### src/rtl/pipe_ctrl_pkg.sv
// Shared opcodes, encodings and the control bundle carried down the pipeline.
package pipe_ctrl_pkg;

  // RV32I major opcodes (instr[6:0])
  localparam logic [6:0] OP_R      = 7'b0110011;
  localparam logic [6:0] OP_IMM    = 7'b0010011;
  localparam logic [6:0] OP_LOAD   = 7'b0000011;
  localparam logic [6:0] OP_STORE  = 7'b0100011;
  localparam logic [6:0] OP_BRANCH = 7'b1100011;
  localparam logic [6:0] OP_JAL    = 7'b1101111;
  localparam logic [6:0] OP_JALR   = 7'b1100111;
  localparam logic [6:0] OP_LUI    = 7'b0110111;
  localparam logic [6:0] OP_AUIPC  = 7'b0010111;

  // ALU operation class handed to the EX stage
  localparam logic [1:0] ALU_ADD = 2'b00;
  localparam logic [1:0] ALU_BR  = 2'b01;
  localparam logic [1:0] ALU_R   = 2'b10;
  localparam logic [1:0] ALU_I   = 2'b11;

  // Forwarding mux selects for the EX-stage operands
  localparam logic [1:0] FWD_RF  = 2'b00;
  localparam logic [1:0] FWD_MEM = 2'b10;
  localparam logic [1:0] FWD_WB  = 2'b01;

  typedef struct packed {
    logic       reg_write;
    logic       alu_src;
    logic [1:0] alu_op;
    logic       mem_read;
    logic       mem_write;
    logic       mem_to_reg;
    logic       branch;
    logic       jump;
  } ctrl_t;

  localparam ctrl_t CTRL_NOP = '0;

  // The younger producer (EX/MEM) always wins over MEM/WB.
  function automatic logic [1:0] fwd_sel(input logic hit_mem, input logic hit_wb);
    if (hit_mem) begin
      return FWD_MEM;
    end else if (hit_wb) begin
      return FWD_WB;
    end
    return FWD_RF;
  endfunction

endpackage

### src/rtl/pipe_ctrl_decode.sv
// Combinational opcode decoder: ID-stage control bundle and operand usage.
module ctrl_decode
  import pipe_ctrl_pkg::*;
#(
  parameter int unsigned RADDR_W = 5
) (
  input  logic [6:0]         opcode,
  input  logic [RADDR_W-1:0] rd,
  output ctrl_t              ctrl,
  output logic               uses_rs1,
  output logic               uses_rs2,
  output logic               illegal
);

  ctrl_t raw;

  // Opcode to raw control bits; unknown opcodes decode to an all-zero bundle.
  always_comb begin
    raw      = CTRL_NOP;
    uses_rs1 = 1'b0;
    uses_rs2 = 1'b0;
    illegal  = 1'b0;
    case (opcode)
      OP_R: begin
        raw.reg_write = 1'b1;
        raw.alu_op    = ALU_R;
        uses_rs1      = 1'b1;
        uses_rs2      = 1'b1;
      end
      OP_IMM: begin
        raw.reg_write = 1'b1;
        raw.alu_src   = 1'b1;
        raw.alu_op    = ALU_I;
        uses_rs1      = 1'b1;
      end
      OP_LOAD: begin
        raw.reg_write  = 1'b1;
        raw.alu_src    = 1'b1;
        raw.alu_op     = ALU_ADD;
        raw.mem_read   = 1'b1;
        raw.mem_to_reg = 1'b1;
        uses_rs1       = 1'b1;
      end
      OP_STORE: begin
        raw.alu_src   = 1'b1;
        raw.alu_op    = ALU_ADD;
        raw.mem_write = 1'b1;
        uses_rs1      = 1'b1;
        uses_rs2      = 1'b1;
      end
      OP_BRANCH: begin
        raw.branch = 1'b1;
        raw.alu_op = ALU_BR;
        uses_rs1   = 1'b1;
        uses_rs2   = 1'b1;
      end
      OP_JAL: begin
        raw.reg_write = 1'b1;
        raw.jump      = 1'b1;
      end
      OP_JALR: begin
        raw.reg_write = 1'b1;
        raw.alu_src   = 1'b1;
        raw.jump      = 1'b1;
        uses_rs1      = 1'b1;
      end
      OP_LUI, OP_AUIPC: begin
        raw.reg_write = 1'b1;
        raw.alu_src   = 1'b1;
      end
      default: illegal = 1'b1;
    endcase
  end

  // x0 is hardwired to zero, so writes to it are dropped at decode.
  always_comb begin
    ctrl = raw;
    if (rd == '0) begin
      ctrl.reg_write = 1'b0;
    end
  end

endmodule

### src/rtl/pipe_ctrl.sv
// Pipelined control unit: decode, ID/EX, EX/MEM, MEM/WB control registers,
// load-use stall, taken-branch flush and EX operand forwarding selects.
module pipe_ctrl
  import pipe_ctrl_pkg::*;
#(
  parameter int unsigned INSTR_W   = 32,
  parameter int unsigned RADDR_W   = 5,
  parameter bit          HAZARD_EN = 1'b1,
  parameter bit          FWD_EN    = 1'b1
) (
  input  logic               clk,
  input  logic               rst,
  input  logic [INSTR_W-1:0] instr_i,
  input  logic               instr_valid_i,
  input  logic               branch_taken_i,
  output logic               stall_o,
  output logic               flush_o,
  output logic               illegal_o,
  output logic               ex_valid_o,
  output logic               ex_alu_src_o,
  output logic               ex_branch_o,
  output logic               ex_jump_o,
  output logic [1:0]         ex_alu_op_o,
  output logic [RADDR_W-1:0] ex_rs1_o,
  output logic [RADDR_W-1:0] ex_rs2_o,
  output logic [RADDR_W-1:0] ex_rd_o,
  output logic               mem_valid_o,
  output logic               mem_read_o,
  output logic               mem_write_o,
  output logic               wb_valid_o,
  output logic               wb_reg_write_o,
  output logic               wb_mem_to_reg_o,
  output logic [RADDR_W-1:0] wb_rd_o,
  output logic [1:0]         fwd_a_o,
  output logic [1:0]         fwd_b_o
);

  // ID-stage fields
  logic [6:0]         id_opcode;
  logic [RADDR_W-1:0] id_rd, id_rs1, id_rs2;
  ctrl_t              id_ctrl;
  logic               id_uses_rs1, id_uses_rs2, id_illegal;
  logic               id_accept, load_use;
  logic               unused_instr;

  assign id_opcode    = instr_i[6:0];
  assign id_rd        = instr_i[7 +: RADDR_W];
  assign id_rs1       = instr_i[15 +: RADDR_W];
  assign id_rs2       = instr_i[20 +: RADDR_W];
  // funct3/funct7 only matter to the ALU decoder downstream
  assign unused_instr = ^{instr_i[INSTR_W-1:25], instr_i[14:12]};

  // ID/EX
  logic               ex_valid_q, ex_valid_d;
  ctrl_t              ex_ctrl_q, ex_ctrl_d;
  logic [RADDR_W-1:0] ex_rs1_q, ex_rs1_d, ex_rs2_q, ex_rs2_d, ex_rd_q, ex_rd_d;

  // EX/MEM
  logic               mem_valid_q, mem_reg_write_q, mem_read_q, mem_write_q, mem_to_reg_q;
  logic [RADDR_W-1:0] mem_rd_q;

  // MEM/WB
  logic               wb_valid_q, wb_reg_write_q, wb_mem_to_reg_q;
  logic [RADDR_W-1:0] wb_rd_q;

  ctrl_decode #(
    .RADDR_W (RADDR_W)
  ) u_decode (
    .opcode   (id_opcode),
    .rd       (id_rd),
    .ctrl     (id_ctrl),
    .uses_rs1 (id_uses_rs1),
    .uses_rs2 (id_uses_rs2),
    .illegal  (id_illegal)
  );

  // Hazard detection and ID-stage status; everything is held quiet during reset.
  always_comb begin
    load_use = HAZARD_EN && instr_valid_i && ex_valid_q && ex_ctrl_q.mem_read &&
               (ex_rd_q != '0) &&
               ((id_uses_rs1 && (id_rs1 == ex_rd_q)) ||
                (id_uses_rs2 && (id_rs2 == ex_rd_q)));
    flush_o   = !rst && branch_taken_i && ex_valid_q;
    // Flush beats stall: the dependent instruction is being squashed anyway.
    stall_o   = !rst && load_use && !flush_o;
    illegal_o = !rst && instr_valid_i && id_illegal;
    id_accept = instr_valid_i && !id_illegal && !stall_o && !flush_o;
  end

  // ID/EX next state: either the decoded instruction or an all-zero bubble.
  always_comb begin
    ex_valid_d = 1'b0;
    ex_ctrl_d  = CTRL_NOP;
    ex_rs1_d   = '0;
    ex_rs2_d   = '0;
    ex_rd_d    = '0;
    if (id_accept) begin
      ex_valid_d = 1'b1;
      ex_ctrl_d  = id_ctrl;
      ex_rs1_d   = id_rs1;
      ex_rs2_d   = id_rs2;
      ex_rd_d    = id_rd;
    end
  end

  // ID/EX register
  always_ff @(posedge clk) begin
    if (rst) begin
      ex_valid_q <= 1'b0;
      ex_ctrl_q  <= CTRL_NOP;
      ex_rs1_q   <= '0;
      ex_rs2_q   <= '0;
      ex_rd_q    <= '0;
    end else begin
      ex_valid_q <= ex_valid_d;
      ex_ctrl_q  <= ex_ctrl_d;
      ex_rs1_q   <= ex_rs1_d;
      ex_rs2_q   <= ex_rs2_d;
      ex_rd_q    <= ex_rd_d;
    end
  end

  // EX/MEM register: advances every cycle, bubbles already carry zero control.
  always_ff @(posedge clk) begin
    if (rst) begin
      mem_valid_q     <= 1'b0;
      mem_reg_write_q <= 1'b0;
      mem_read_q      <= 1'b0;
      mem_write_q     <= 1'b0;
      mem_to_reg_q    <= 1'b0;
      mem_rd_q        <= '0;
    end else begin
      mem_valid_q     <= ex_valid_q;
      mem_reg_write_q <= ex_ctrl_q.reg_write;
      mem_read_q      <= ex_ctrl_q.mem_read;
      mem_write_q     <= ex_ctrl_q.mem_write;
      mem_to_reg_q    <= ex_ctrl_q.mem_to_reg;
      mem_rd_q        <= ex_rd_q;
    end
  end

  // MEM/WB register
  always_ff @(posedge clk) begin
    if (rst) begin
      wb_valid_q      <= 1'b0;
      wb_reg_write_q  <= 1'b0;
      wb_mem_to_reg_q <= 1'b0;
      wb_rd_q         <= '0;
    end else begin
      wb_valid_q      <= mem_valid_q;
      wb_reg_write_q  <= mem_reg_write_q;
      wb_mem_to_reg_q <= mem_to_reg_q;
      wb_rd_q         <= mem_rd_q;
    end
  end

  // Forwarding selects for the instruction currently in EX.
  always_comb begin
    logic mem_fwd_ok, wb_fwd_ok;
    mem_fwd_ok = mem_valid_q && mem_reg_write_q && (mem_rd_q != '0);
    wb_fwd_ok  = wb_valid_q && wb_reg_write_q && (wb_rd_q != '0);
    fwd_a_o    = FWD_RF;
    fwd_b_o    = FWD_RF;
    if (FWD_EN) begin
      fwd_a_o = fwd_sel(mem_fwd_ok && (mem_rd_q == ex_rs1_q),
                        wb_fwd_ok && (wb_rd_q == ex_rs1_q));
      fwd_b_o = fwd_sel(mem_fwd_ok && (mem_rd_q == ex_rs2_q),
                        wb_fwd_ok && (wb_rd_q == ex_rs2_q));
    end
  end

  assign ex_valid_o      = ex_valid_q;
  assign ex_alu_src_o    = ex_ctrl_q.alu_src;
  assign ex_branch_o     = ex_ctrl_q.branch;
  assign ex_jump_o       = ex_ctrl_q.jump;
  assign ex_alu_op_o     = ex_ctrl_q.alu_op;
  assign ex_rs1_o        = ex_rs1_q;
  assign ex_rs2_o        = ex_rs2_q;
  assign ex_rd_o         = ex_rd_q;
  assign mem_valid_o     = mem_valid_q;
  assign mem_read_o      = mem_read_q;
  assign mem_write_o     = mem_write_q;
  assign wb_valid_o      = wb_valid_q;
  assign wb_reg_write_o  = wb_reg_write_q;
  assign wb_mem_to_reg_o = wb_mem_to_reg_q;
  assign wb_rd_o         = wb_rd_q;

endmodule

### config.mk
export PLATFORM = sky130hd
export DESIGN_NAME = pipe_ctrl
export DESIGN_NICKNAME = d
export VERILOG_FILES = /design/src/rtl/pipe_ctrl_pkg.sv /design/src/rtl/pipe_ctrl_decode.sv /design/src/rtl/pipe_ctrl.sv
export SDC_FILE = /design/constraint.sdc
export NUM_CORES = 1
export LEC_CHECK = 0
export BUFFER_PORTS_ARGS = -buffer_cell sky130_fd_sc_hd__buf_2
export CAP_MARGIN = 20
export CORE_ASPECT_RATIO = 0.75
export CORE_MARGIN = 4
export CORE_UTILIZATION = 32
export CTS_CLUSTER_SIZE = 12
export DETAILED_ROUTE_END_ITERATION = 12
export PLACE_DENSITY = 0.63
export SYNTH_ARGS = -nofsm -noshare
export SYNTH_HDL_FRONTEND = slang
export SYNTH_SLANG_ARGS = --single-unit
### constraint.sdc
create_clock -name clk -period 1.45 [get_ports clk]
set_clock_uncertainty 0.05 [all_clocks]
set_input_delay 0 -clock clk [delete_from_list [all_inputs] [get_ports clk]]
set_output_delay 0 -clock clk [all_outputs]
set_load 0.01 [all_outputs]
# --- After elaboration in Yosys (flattened, before gate mapping) ---
# Index checks and enable logic that the tools add are counted.
classes:
  eq_ne: 15
  n_mux: 21
  bitwise: 1
  n_reduce_logical: 39
ops:
  columns: ["op", "count"]
  rows:
  - ["$eq A5 B5 Y1", 6]
  - ["$logic_and A1 B1 Y1", 23]
  - ["$eq A7 B6 Y1 const B", 3]
  - ["$eq A7 B7 Y1 const B", 3]
  - ["$reduce_bool A5 Y1", 3]
  - ["$eq A7 B5 Y1 const B", 2]
  - ["$mux W1", 14]
  - ["$mux W2", 6]
  - ["$reduce_or A6 Y1", 2]
  - ["$reduce_or A9 Y1", 1]
  - ["$eq A7 B2 Y1 const B", 1]
  - ["$reduce_or A7 Y1", 1]
  - ["$pmux W2 S3", 1]
  - ["$reduce_or A3 Y1", 2]
  - ["$logic_not A5 Y1", 1]
  - ["$reduce_or A2 Y1", 2]
  - ["$logic_not A1 Y1", 3]
  - ["$logic_or A1 B1 Y1", 1]
  - ["$not A1 Y1", 1]
totals:
  regBits: 41
  in_bits: 36
  out_inout_bits: 39
  word_cells: 96

# --- Logic depth before layout (Yosys ltp) ---
# Gate-level depths: netlist of run 1.
depth:
  depth_word: 13
  mapped_depth: 6
  ltp_nobuf: 5

# --- By module ---
# From an unflattened synthesis of run 1, not the netlist that was laid out.
hier_totals:
  hier_cells: 208
  hier_area_um2: 2122.0
by_module_without_submodules:
  columns: ["mod", "n_inst", "cells_each", "area_each_um2", "seq_area_each_um2"]
  rows:
  - ["pipe_ctrl", 1, 179, 1909.3, 860.8]
  - ["ctrl_decode", 1, 29, 212.7, 0.0]

# --- Worst setup path after synthesis of run 1 ---
# Ideal clock, no wire load.
synth_timing:
  kind: "reg-to-reg"
  start: "register ex_rd_q[0] (netlist: ex_rd_o[0])"
  end: "register ex_rd_q[0] (netlist: ex_rd_o[0])"
  setup_time_ps: 124
  arrival_time_ps: 1496
  required_time_ps: 1276
  slack_ps: -220
  stages_incl_launch_ff: 7
  path_buffers: 1
  synth_period_minus_slack_ps: 1670
  cell_sequence: "dfxtp_1 -> xor2_1 -> nor4_1 -> o2111ai_1 -> a21oi_4 -> buf_6 -> nor3b_2"
synth_via:
  elab_chain_len: 11
  elab_cells_between_ends: 15
  cone_classes: "eq/ne: 2; bitwise: 1; reduce/logical: 12"
synth_lines:
  columns: ["element", "line_no", "text"]
  rows:
  - ["from (decl)", "pipe_ctrl.sv:56", "logic [RADDR_W-1:0] ex_rs1_q, ex_rs1_d, ex_rs2_q, ex_rs2_d, ex_rd_q, ex_rd_d;"]
  - ["from (signal assigned)", "pipe_ctrl.sv:119", "ex_rd_q <= ex_rd_d;"]
  - ["$eq A5 B5 Y1, on equally long branches", "pipe_ctrl.sv:81, pipe_ctrl.sv:82", null]
  - ["$logic_and A1 B1 Y1, on equally long branches", "pipe_ctrl.sv:81, pipe_ctrl.sv:82", null]
  - ["$logic_or A1 B1 Y1", "pipe_ctrl.sv:81", "((id_uses_rs1 && (id_rs1 == ex_rd_q)) ||"]
  - ["$logic_and A1 B1 Y1 *", "pipe_ctrl.sv:80", "(ex_rd_q != '0) &&"]
  - ["$logic_and A1 B1 Y1 * (2 in series)", "pipe_ctrl.sv:85", "stall_o = !rst && load_use && !flush_o;"]
  - ["$logic_not A1 Y1 *", "pipe_ctrl.sv:87", "id_accept = instr_valid_i && !id_illegal && !stall_o && !flush_o;"]
  - ["$logic_and A1 B1 Y1 * (2 in series)", "pipe_ctrl.sv:87", null]
  - ["$not A1 Y1 (no line) *", null, null]
  - ["$reduce_or A2 Y1 (no line) *", null, null]
# Mark *: on every way between the ends. The rest lies on a longest branch, timed or not.
# A chain may end at the register's enable or synchronous reset.

# --- Final worst setup path of run 1 ---
layout_timing:
  start: "register mem_rd_q[3]"
  end: "output fwd_b_o[0]"
layout_via:
  elab_chain_len: 5
  elab_cells_between_ends: 7
  cone_classes: "eq/ne: 1; mux: 3; reduce/logical: 3"
layout_lines:
  columns: ["element", "line_no", "text"]
  rows:
  - ["from (decl)", "pipe_ctrl.sv:60", "logic [RADDR_W-1:0] mem_rd_q;"]
  - ["from (signal assigned)", "pipe_ctrl.sv:138", "mem_rd_q <= ex_rd_q;"]
  - ["$reduce_bool A5 Y1", "pipe_ctrl.sv:160", "mem_fwd_ok = mem_valid_q && mem_reg_write_q && (mem_rd_q != '0);"]
  - ["$logic_and A1 B1 Y1", "pipe_ctrl.sv:160", null]
  - ["$logic_and A1 B1 Y1 *", "pipe_ctrl.sv:167", "fwd_b_o = fwd_sel(mem_fwd_ok && (mem_rd_q == ex_rs2_q),"]
  - ["$mux W2 / $mux W1 (equally long branches)", "pipe_ctrl_pkg.sv:41", "if (hit_mem) begin"]
  - ["$mux W2 *", "pipe_ctrl_pkg.sv:46", "return FWD_RF;"]
  - ["to (decl)", "pipe_ctrl.sv:35", "output logic [1:0] fwd_b_o"]
# Marked as above.

==> reports/metrics.cfg, run 1 <==
[status]
outcome=complete, but fails checks
violations=setup timing

[detailed_routing]
wl_um=5366
drt_iter0_markers=33
wire_per_inst_um=14.66
drc=0
dr.pass1.iters=4
via_per_inst=4.514
vias=1652
ant_nets=0

[critical_path]
worstPathRequired_ns=1.40
crit_type=flop to output port
cp-end-kind=output port
crit_fanout=2
worstSetupStartpointType=flop
arrival_ns=1.81

[sta]
clock.fmax_mhz=538.4
rsz0062_at_grt=true
post-route-min-period_ns=1.857
hold_viol=0
tns_ns=-9.161
fin_hold_ws_ns=0.03299
worst_pin_slew_ns=0.4558
slew_headroom_pct=69.29
final_max_slew_viol_count=0
report.final.setup_viol=29
setup_ws_ns=-0.4074
post-route-period-util_pct=128.1

[cts]
cts_buffer_depth=2
cts_tree=yes
clk_latency_ns=0.30
cts.clk_slew.worst_paths_ns=0.08
htree_num_levels=2
cts_buffers=5
clock_sinks=41
root_buffer=clkbuf_8

[finish]
final.fill_count=483
layout_commonest_cell=buf_2
finish.utilization_pct=56.25
layout-drive-gt1-share_pct=54.98
area_growth_pct=67.12
seq_area_um2=854.6
nNetsFinal=326
final_cell_mix=buf_2 (63), dfxtp_1 (30), buf_4 (30)
multiInputGateArea_um2=1155
diodes=0

[power_and_ir_drop]
ir_drop_mv=0.3789
p_per_area_nw_per_um2=735.5
total_power_mw=2.250
p_leak_nw=1.402

[floorplan]
die-area_um2=7007
core_area_um2=5439
rows=23
io_pins=75
die_w_um=95.34
start_util_pct=33.66
fp.dieH_um=73.50

[global_routing]
grt_pass1_vias=1709
grt_max_degree=18
use_met3_pct=4.811
grt-busiest-layer=met2
globalRouteOverflowTotal=0
antenna_found_initial=0
grt_pass1_wl_um=8514
use_met1_pct=20.54
globalRouteMet2Util_pct=26.92
track_usage_pct=16.34

[yosys]
async_flop_share_pct=0
synthFlopType=dfxtp_1
ys_types=35
netlist_area_um2=1831
synth.avg_cell_area_um2=10.70
ys_seq_area_share_pct=44.84
syn_nets=207
yosysWarnings=0
synth-edff-count=0
syn_inst=171
ys_seq_elements=41

[placed_design]
port_buffers=64
routabilityCongestion=0.7829
dp_hpwl_um=3834

[flow_run]
max_cap_violations=0

[min_path]
hold_class=input pin to flop

-- metal layers --
layer,part of all wire (%),wire [µm],vias to the layer above
met5,0,0,-
met4,1.2,67,0
met3,6.4,345,6
li1,-,-,833
met2,47,2515,48
met1,45,2437,765
-- synthesized netlist by cell type, types with 2 or more instances --
cell | n | share of area, %
a21oi_1 | 3 | 0.82
buf_4 | 3 | 1.2
buf_6 | 2 | 1.2
dfxtp_1 | 41 | 45
nand2_1 | 8 | 1.6
nand3_1 | 2 | 0.55
nand4_1 | 2 | 0.68
nor2_1 | 8 | 1.6
nor2b_1 | 17 | 5.8
nor3_2 | 5 | 2.7
nor3b_1 | 4 | 1.6
nor3b_2 | 12 | 8.2
nor4_1 | 6 | 2.1
o211ai_1 | 3 | 1.2
o21ai_0 | 2 | 0.55
or4_1 | 6 | 2.5
xnor2_1 | 7 | 3.3
xor2_1 | 23 | 11
-- through the flow --
stage,area [µm²],instances,worst slack (ns)
2_1_floorplan,1896,171,-0.1668
3_3_place_gp,2491,333,-0.2381
3_5_place_dp,2491,333,-0.3006
4_1_cts,2977,365,-0.4392
5_1_grt,3059,366,-0.5199
6_report,3059,366,-0.4074
-- cell type report --
class / instances / share of cell area, %
multi-input combinational: 123 / 37.75
sequential: 41 / 27.93
timing repair buffer: 118 / 27.36
clock buffer: 7 / 3.517
tap: 75 / 3.067
clock inverter: 1 / 0.2454
inverter: 1 / 0.1227
-- sequential cells by signal (all words and copies together) (netlist names) --
| name | flops |
|---|---|
| mem_rd_q | 5 |
| wb_rd_o | 5 |
| ex_rs1_o | 5 |
| ex_rd_o | 5 |
| mem_to_reg_q | 1 |
| wb_valid_o | 1 |
| ex_jump_o | 1 |
| ex_rs2_o | 5 |
| wb_reg_write_o | 1 |
| ex_branch_o | 1 |
| mem_write_o | 1 |
| wb_mem_to_reg_o | 1 |
| mem_reg_write_q | 1 |
| mem_valid_o | 1 |
| ex_valid_o | 1 |
| ex_ctrl_q | 3 |
| ex_alu_op_o | 2 |
| ex_alu_src_o | 1 |
-- final timing paths --
check                       from           to  slack (ns)  cells after the start
setup / recovery     mem_rd_q[3]   fwd_b_o[0]       -0.41                      6
hold / removal    branch_taken_i    ex_jump_o        0.03                      3
hold reg to reg     ex_ctrl_q[3]  mem_write_o        0.39                      1
setup reg to reg      ex_rd_o[3]  ex_branch_o       -0.36                      7
-- what timing repair did --
item / 4_1_cts / 5_1_grt
endpoints found under the setup margin: 29 / 29
setup buffers: 4 / 2
resized for setup: 19 / 16
hold endpoints to repair: 17 / 0
gates cloned: 2 / 0
pin swaps: 15 / 12
hold buffers: 18 / 0
-- where the power goes --
group | leakage [nW] | switching (mW) | internal, mW
registers | 0.338 | 0.00508 | 1.12
clock network | 0.0556 | 0.418 | 0.491
logic | 1.01 | 0.107 | 0.114
total | 1.40 | 0.529 | 1.72
-- cells by family after synthesis --
| family | share of synthesized area (%) |
|---|---|
| xor gates and xnor gates | 14.35 |
| AOI/OAI and AO/OA | 7.314 |
| buffers and inverters | 2.870 |
| DFF | 44.84 |
| and+or+nand+nor | 30.62 |
-- worst max-delay path, cell delays in order (launching register included) --
cell	delay, ns
dfxtp_2	0.32
or4_4	0.53
o211ai_1	0.17
buf_4	0.15
nor4_2	0.06
nor4_4	0.12
buf_2	0.16
No activity file was read; power rests on OpenSTA's default activity.
==> run 2, diff against run 1 <==
Settings changed: CORE_UTILIZATION 32 to 35, PLACE_DENSITY 0.63 to 0.68, RECOVER_POWER from default to 25.
==> run 2 against run 1 <==
The run still ends with setup timing left. Maximum frequency is 2.1% lower. Setup slack worse by 0.040 ns. Die area is 7.8% lower.
==> reports/metrics.cfg, run 2 (synthesis gave the netlist of run 1 again) <==
[min_path]
hold_depth=4
min_from=instr_i[5]
holdPathEnd=ex_ctrl_q[2]
hold_class=input pin to flop

[cts]
cts_buffer_depth=2
cts_tree=yes
htree_num_levels=2
cts.clk_slew.worst_paths_ns=0.08
root_buffer=clkbuf_8
clock_sinks=41
clk_latency_ns=0.29
cts_buffers=5

[placed_design]
dp_hpwl_um=3863
routabilityCongestion=0.8465
dpl.cell_count=331
port_buffers=64
dpl_cell_area_um2=2507
dp_worst_setup_slack_ns=-0.3531

[critical_path]
crit_type=flop to output port
crit_fanout=3
worstSetupStartpointType=flop
r2r_cells=7
timing.rr.start=ex_rd_o[4]
reg2reg_to=ex_branch_o
arrival_ns=1.85
cp-end-kind=output port
r2r_setup_slack_ns=-0.40
worstPathRequired_ns=1.40

[power_and_ir_drop]
p_per_area_nw_per_um2=754.9
p_leak_nw=1.409
ir_drop_mv=0.4128
total_power_mw=2.301

[finish]
final_cell_mix=buf_2 (63), dfxtp_1 (30), buf_4 (27)
final.fill_count=403
layout_commonest_cell=buf_2
diodes=0
nNetsFinal=325
fin_cells=362
layout-drive-gt1-share_pct=54.83
finalInstanceArea_um2=3048
area_growth_pct=66.51

[status]
outcome=complete, but fails checks
violations=setup timing

[detailed_routing]
ant_nets=0
vias=1690
wire_per_inst_um=14.87
via_per_inst=4.669
dr.pass1.iters=4
wl_um=5384
drc=0
drt_iter0_markers=58

[sta]
tns_ns=-10.63
final_max_slew_viol_count=0
worst_pin_slew_ns=0.4308
slew_headroom_pct=70.97
post-route-period-util_pct=130.9
report.final.setup_viol=29
post-route-min-period_ns=1.897
clock.fmax_mhz=527.1
hold_viol=0
rsz0062_at_grt=true
setup_ws_ns=-0.4473

[floorplan]
start_util_pct=36.74
die_w_um=91.51
rows=22
die-area_um2=6463
io_pins=75
fp.dieH_um=70.63
core_area_um2=4982

[flow_run]
max_cap_violations=0

[global_routing]
grt_pass1_wl_um=8625
globalRouteOverflowTotal=0
grt_max_degree=18
grt_pass1_vias=1735
antenna_found_initial=0
track_usage_pct=16.78

-- run 2: changes by cell type in the layout (fill, tap and decap cells not counted), sizes merged --
cell / change
bufinv: +1
buf: -1
dlygate4sd3: -1
inv: +1
clkinvlp: -1
-- run 2: critical path, cell delays in order (launching register included) --
cell and delay (ns):
dfxtp_4 0.37, buf_6 0.12, xor2_1 0.15, nor4_1 0.24
nand4_1 0.21, a21oi_4 0.22, buf_6 0.14, buf_6 0.10
-- run 2: worst max-delay path by stage --
| stage | from | end | slack [ns] |
|---|---|---|---|
| 4_1_cts | mem_rd_q[1] | fwd_a_o[0] | -0.43 |
| 3_3_place_gp | ex_rd_o[4] | ex_alu_src_o | -0.39 |
| 6_report | ex_rd_o[4] | stall_o | -0.45 |
| 2_1_floorplan | ex_rd_o[2] | ex_rd_o[0] | -0.17 |
| 5_1_grt | mem_rd_q[1] | fwd_a_o[0] | -0.52 |
| 3_5_place_dp | ex_rd_o[4] | ex_alu_src_o | -0.35 |
-- run 2: report_power, final --
| group | switching (mW) | internal [mW] | leakage (nW) |
|---|---|---|---|
| clock network | 0.393 | 0.561 | 0.0617 |
| registers | 0.00506 | 1.12 | 0.338 |
| logic | 0.107 | 0.116 | 1.01 |
| total | 0.505 | 1.80 | 1.41 |
-- run 2: layout make-up --
class | count | area [µm²] | area share (%)
repair buffers | 117 | 835.8 | 27.42
flip-flops and latches | 41 | 849.6 | 27.87
clock inverters | 2 | 36.28 | 1.190
multi-input cells | 123 | 1150 | 37.73
clock buffers | 6 | 82.58 | 2.709
well taps | 72 | 90.09 | 2.956
inverters | 1 | 3.754 | 0.1232
-- run 2: per-stage QoR --
stage | hold slack [ns] | util [%]
3_5_place_dp | 0.2126 | 50.33
6_report | 0.02937 | 61.18
3_3_place_gp | 0.2135 | 50.33
2_1_floorplan | 0.02161 | -
5_1_grt | 0.05867 | 61.18
4_1_cts | 0.02008 | 59.02
-- run 2: per-layer routing --
metal  vias to the layer above  GRT usage [%]  routed length, µm
met5                         -              0                  0
met4                         0          6.020                 78
met3                         8          3.826                384
met2                        69          27.61               2574
met1                       787          21.64               2346
li1                        826              -                  -
-- run 2: timing repair --
action | CTS | global route
hold endpoints to repair | 16 | 0
setup buffers | 4 | 1
pin swaps | 15 | 7
hold buffers | 17 | 0
endpoints found under the setup margin | 29 | 29
cloned | 1 | 0
gates resized for setup | 16 | 18
==> run 3, diff against run 2 <==
Settings changed: ABC_AREA from default to 1, PLACE_DENSITY 0.68 to 0.66.
==> run 3 against run 2 <==
The flow still finishes with violations (setup timing). Clock power is 1% lower. Sequential share of layout area increased by 0.57 points. Critical path depth shrank 1. Core utilization is 5.9 points lower. Cell area is 1.4% lower. Total power decreased by 0.61%. Highest routed layer unchanged.
==> reports/metrics.cfg, run 3 <==
[finish]
layout_commonest_cell=buf_2
layout-drive-gt1-share_pct=48.28
fin_cells=423
final.fill_count=503
nNetsFinal=383
area_growth_pct=50.16
diodes=0
finish.utilization_pct=55.23
finalInstanceArea_um2=3004
final_cell_mix=buf_2 (63), nor2_1 (35), inv_1 (35)

[floorplan]
die_w_um=95.30
die-area_um2=7002
fp.dieH_um=73.48
start_util_pct=36.78
io_pins=75
rows=23
core_area_um2=5439

[cts]
cts_buffer_depth=2
cts.clk_slew.worst_paths_ns=0.09
cts_tree=yes
root_buffer=clkbuf_8
cts_buffers=5
clock_sinks=41
htree_num_levels=2
clk_latency_ns=0.30

[sta]
post-route-period-util_pct=108.6
slew_headroom_pct=78.45
setup_ws_ns=-0.1246
hold_viol=0
report.final.setup_viol=29
rsz0062_at_grt=true
final_max_slew_viol_count=0
fin_hold_ws_ns=0.008588
worst_pin_slew_ns=0.3208
post-route-min-period_ns=1.575
clock.fmax_mhz=635.1
tns_ns=-2.406

[yosys]
synth_simple_gate_area_share_pct=36.34
ys_types=25
synthAdderAreaFrac_pct=0
synth-edff-count=0
synthTopCellsByArea=dfxtp_1 (41%), nor2_4 (12%), inv_1 (7.1%)
synthFlopType=dfxtp_1
synth.avg_cell_area_um2=8.199
muxShareOfSynthArea_pct=0
ys_seq_elements=41
synth_top_family_by_area=simple AND/OR/NAND/NOR gates
synth_common_cells=dfxtp_1 (41), inv_1 (38), nor2_1 (34)
netlist_area_um2=2001
syn_inst=244
synth_top_area_share_pct=41.03
synth_top_cell_by_area=dfxtp_1
synth_compound_area_share_pct=1.063
syn_nets=280
yosysWarnings=0
ys_seq_area_share_pct=41.03
async_flop_share_pct=0
yosysMostFrequentCell=dfxtp_1
synth_xor_area_share_pct=9.631

[detailed_routing]
wl_um=5012
via_per_inst=4.307
wire_per_inst_um=11.85
drc=0
drt_iter0_markers=49
dr.pass1.iters=4
vias=1822
ant_nets=0

[power_and_ir_drop]
ir_drop_mv=0.3825
switching_share_pct=23.83
p_int_mw=1.742
p_switching_mw=0.5449
total_power_mw=2.287
p_leak_nw=1.487
p_per_area_nw_per_um2=761.2
clockPowerShare_pct=41.1
comb_power_share_pct=9.6
seq_power_share_pct=49.3

[placed_design]
dpl_cell_area_um2=2484
dp_hpwl_um=3593
dpl.cell_count=390
dp_worst_setup_slack_ns=-0.04751
port_buffers=64
routabilityCongestion=0.8435

[global_routing]
track_usage_pct=14.44
globalRouteOverflowTotal=0
antenna_found_initial=0
grt_pass1_vias=1747
grt_max_degree=16
grt_pass1_wl_um=7859

[min_path]
hold_class=input pin to flop

[critical_path]
crit_type=flop to output port
crit_fanout=4
worstPathRequired_ns=1.40
arrival_ns=1.52
worstSetupStartpointType=flop
cp-end-kind=output port

[status]
violations=setup timing
outcome=complete, but fails checks

[flow_run]
max_cap_violations=0

[run 3: changes by cell type after synthesis, sizes merged, moves of 3 or more]
cell    delta
a21oi      -3
xnor2      +4
nor2      +50
nor2b     -17
o211ai     -3
inv       +45
xor2      -12
nand4      +5
nor3b     -16
nor4       -4
nand3     +11
nand2     +28
or4        -6
[run 3: timing repair]
action,CTS,global route
pin swaps,6,16
hold buffers,17,0
hold endpoints to repair,19,0
gates resized for setup,26,30
buffers inserted,5,3
setup endpoints to repair,27,30
[run 3: cell type report]
class | instances | area, µm² | area share, %
Multi-Input combinational cell | 151 | 1061 | 35.32
Sequential cell | 41 | 854.6 | 28.45
Timing Repair Buffer | 102 | 699.4 | 23.28
Inverter | 46 | 180.2 | 5.998
Tap cell | 75 | 93.84 | 3.124
Clock buffer | 5 | 68.82 | 2.291
Clock inverter | 3 | 46.29 | 1.541
[run 3: kinds of logic (layout without fill, tap and decap cells)]
kind of cell	after synthesis	count (layout)
AND/OR/NAND/NOR	125	125
buffers and inverters	52	156
flip-flops	41	41
XOR/XNOR	22	22
AO/OA/AOI/OAI	4	4
[run 3: power groups by stage]
stage                     logic, mW  clock network [mW]  registers [mW]
after global placement        0.168                   0            1.16
after global routing          0.241                1.00            1.13
final                         0.219               0.940            1.13
after floorplan              0.0977                   0            1.16
after detailed placement      0.171                   0            1.16
after CTS                     0.210               0.954            1.13
[run 3: final timing paths]
path	slack (ns)	startpoint	cells after the start	to
worst max-delay path	-0.12	mem_rd_q[3]	6	fwd_b_o[0]
worst min register to register	0.35	ex_ctrl_q[3]	2	mem_write_o
worst min-delay path	0.009	instr_i[5]	3	ex_ctrl_q[3]
worst max register to register	-0.10	ex_rd_o[3]	13	ex_rs1_o[3]
[run 3: metal layers]
metal  wire [µm]  vias up  track usage (%)
li1            -      936                -
met1        2281      824            18.37
met2        2368       54            24.13
met3         271        8            2.764
met4          90        0            5.760
met5           0        -                0
[run 3: critical path, cell delays in order (launching register included)]
cell,delay (ns)
dfxtp_1,0.48
nor3_4,0.08
nand3_2,0.10
nand3_4,0.10
nor4_4,0.26
nor2_1,0.06
buf_2,0.14
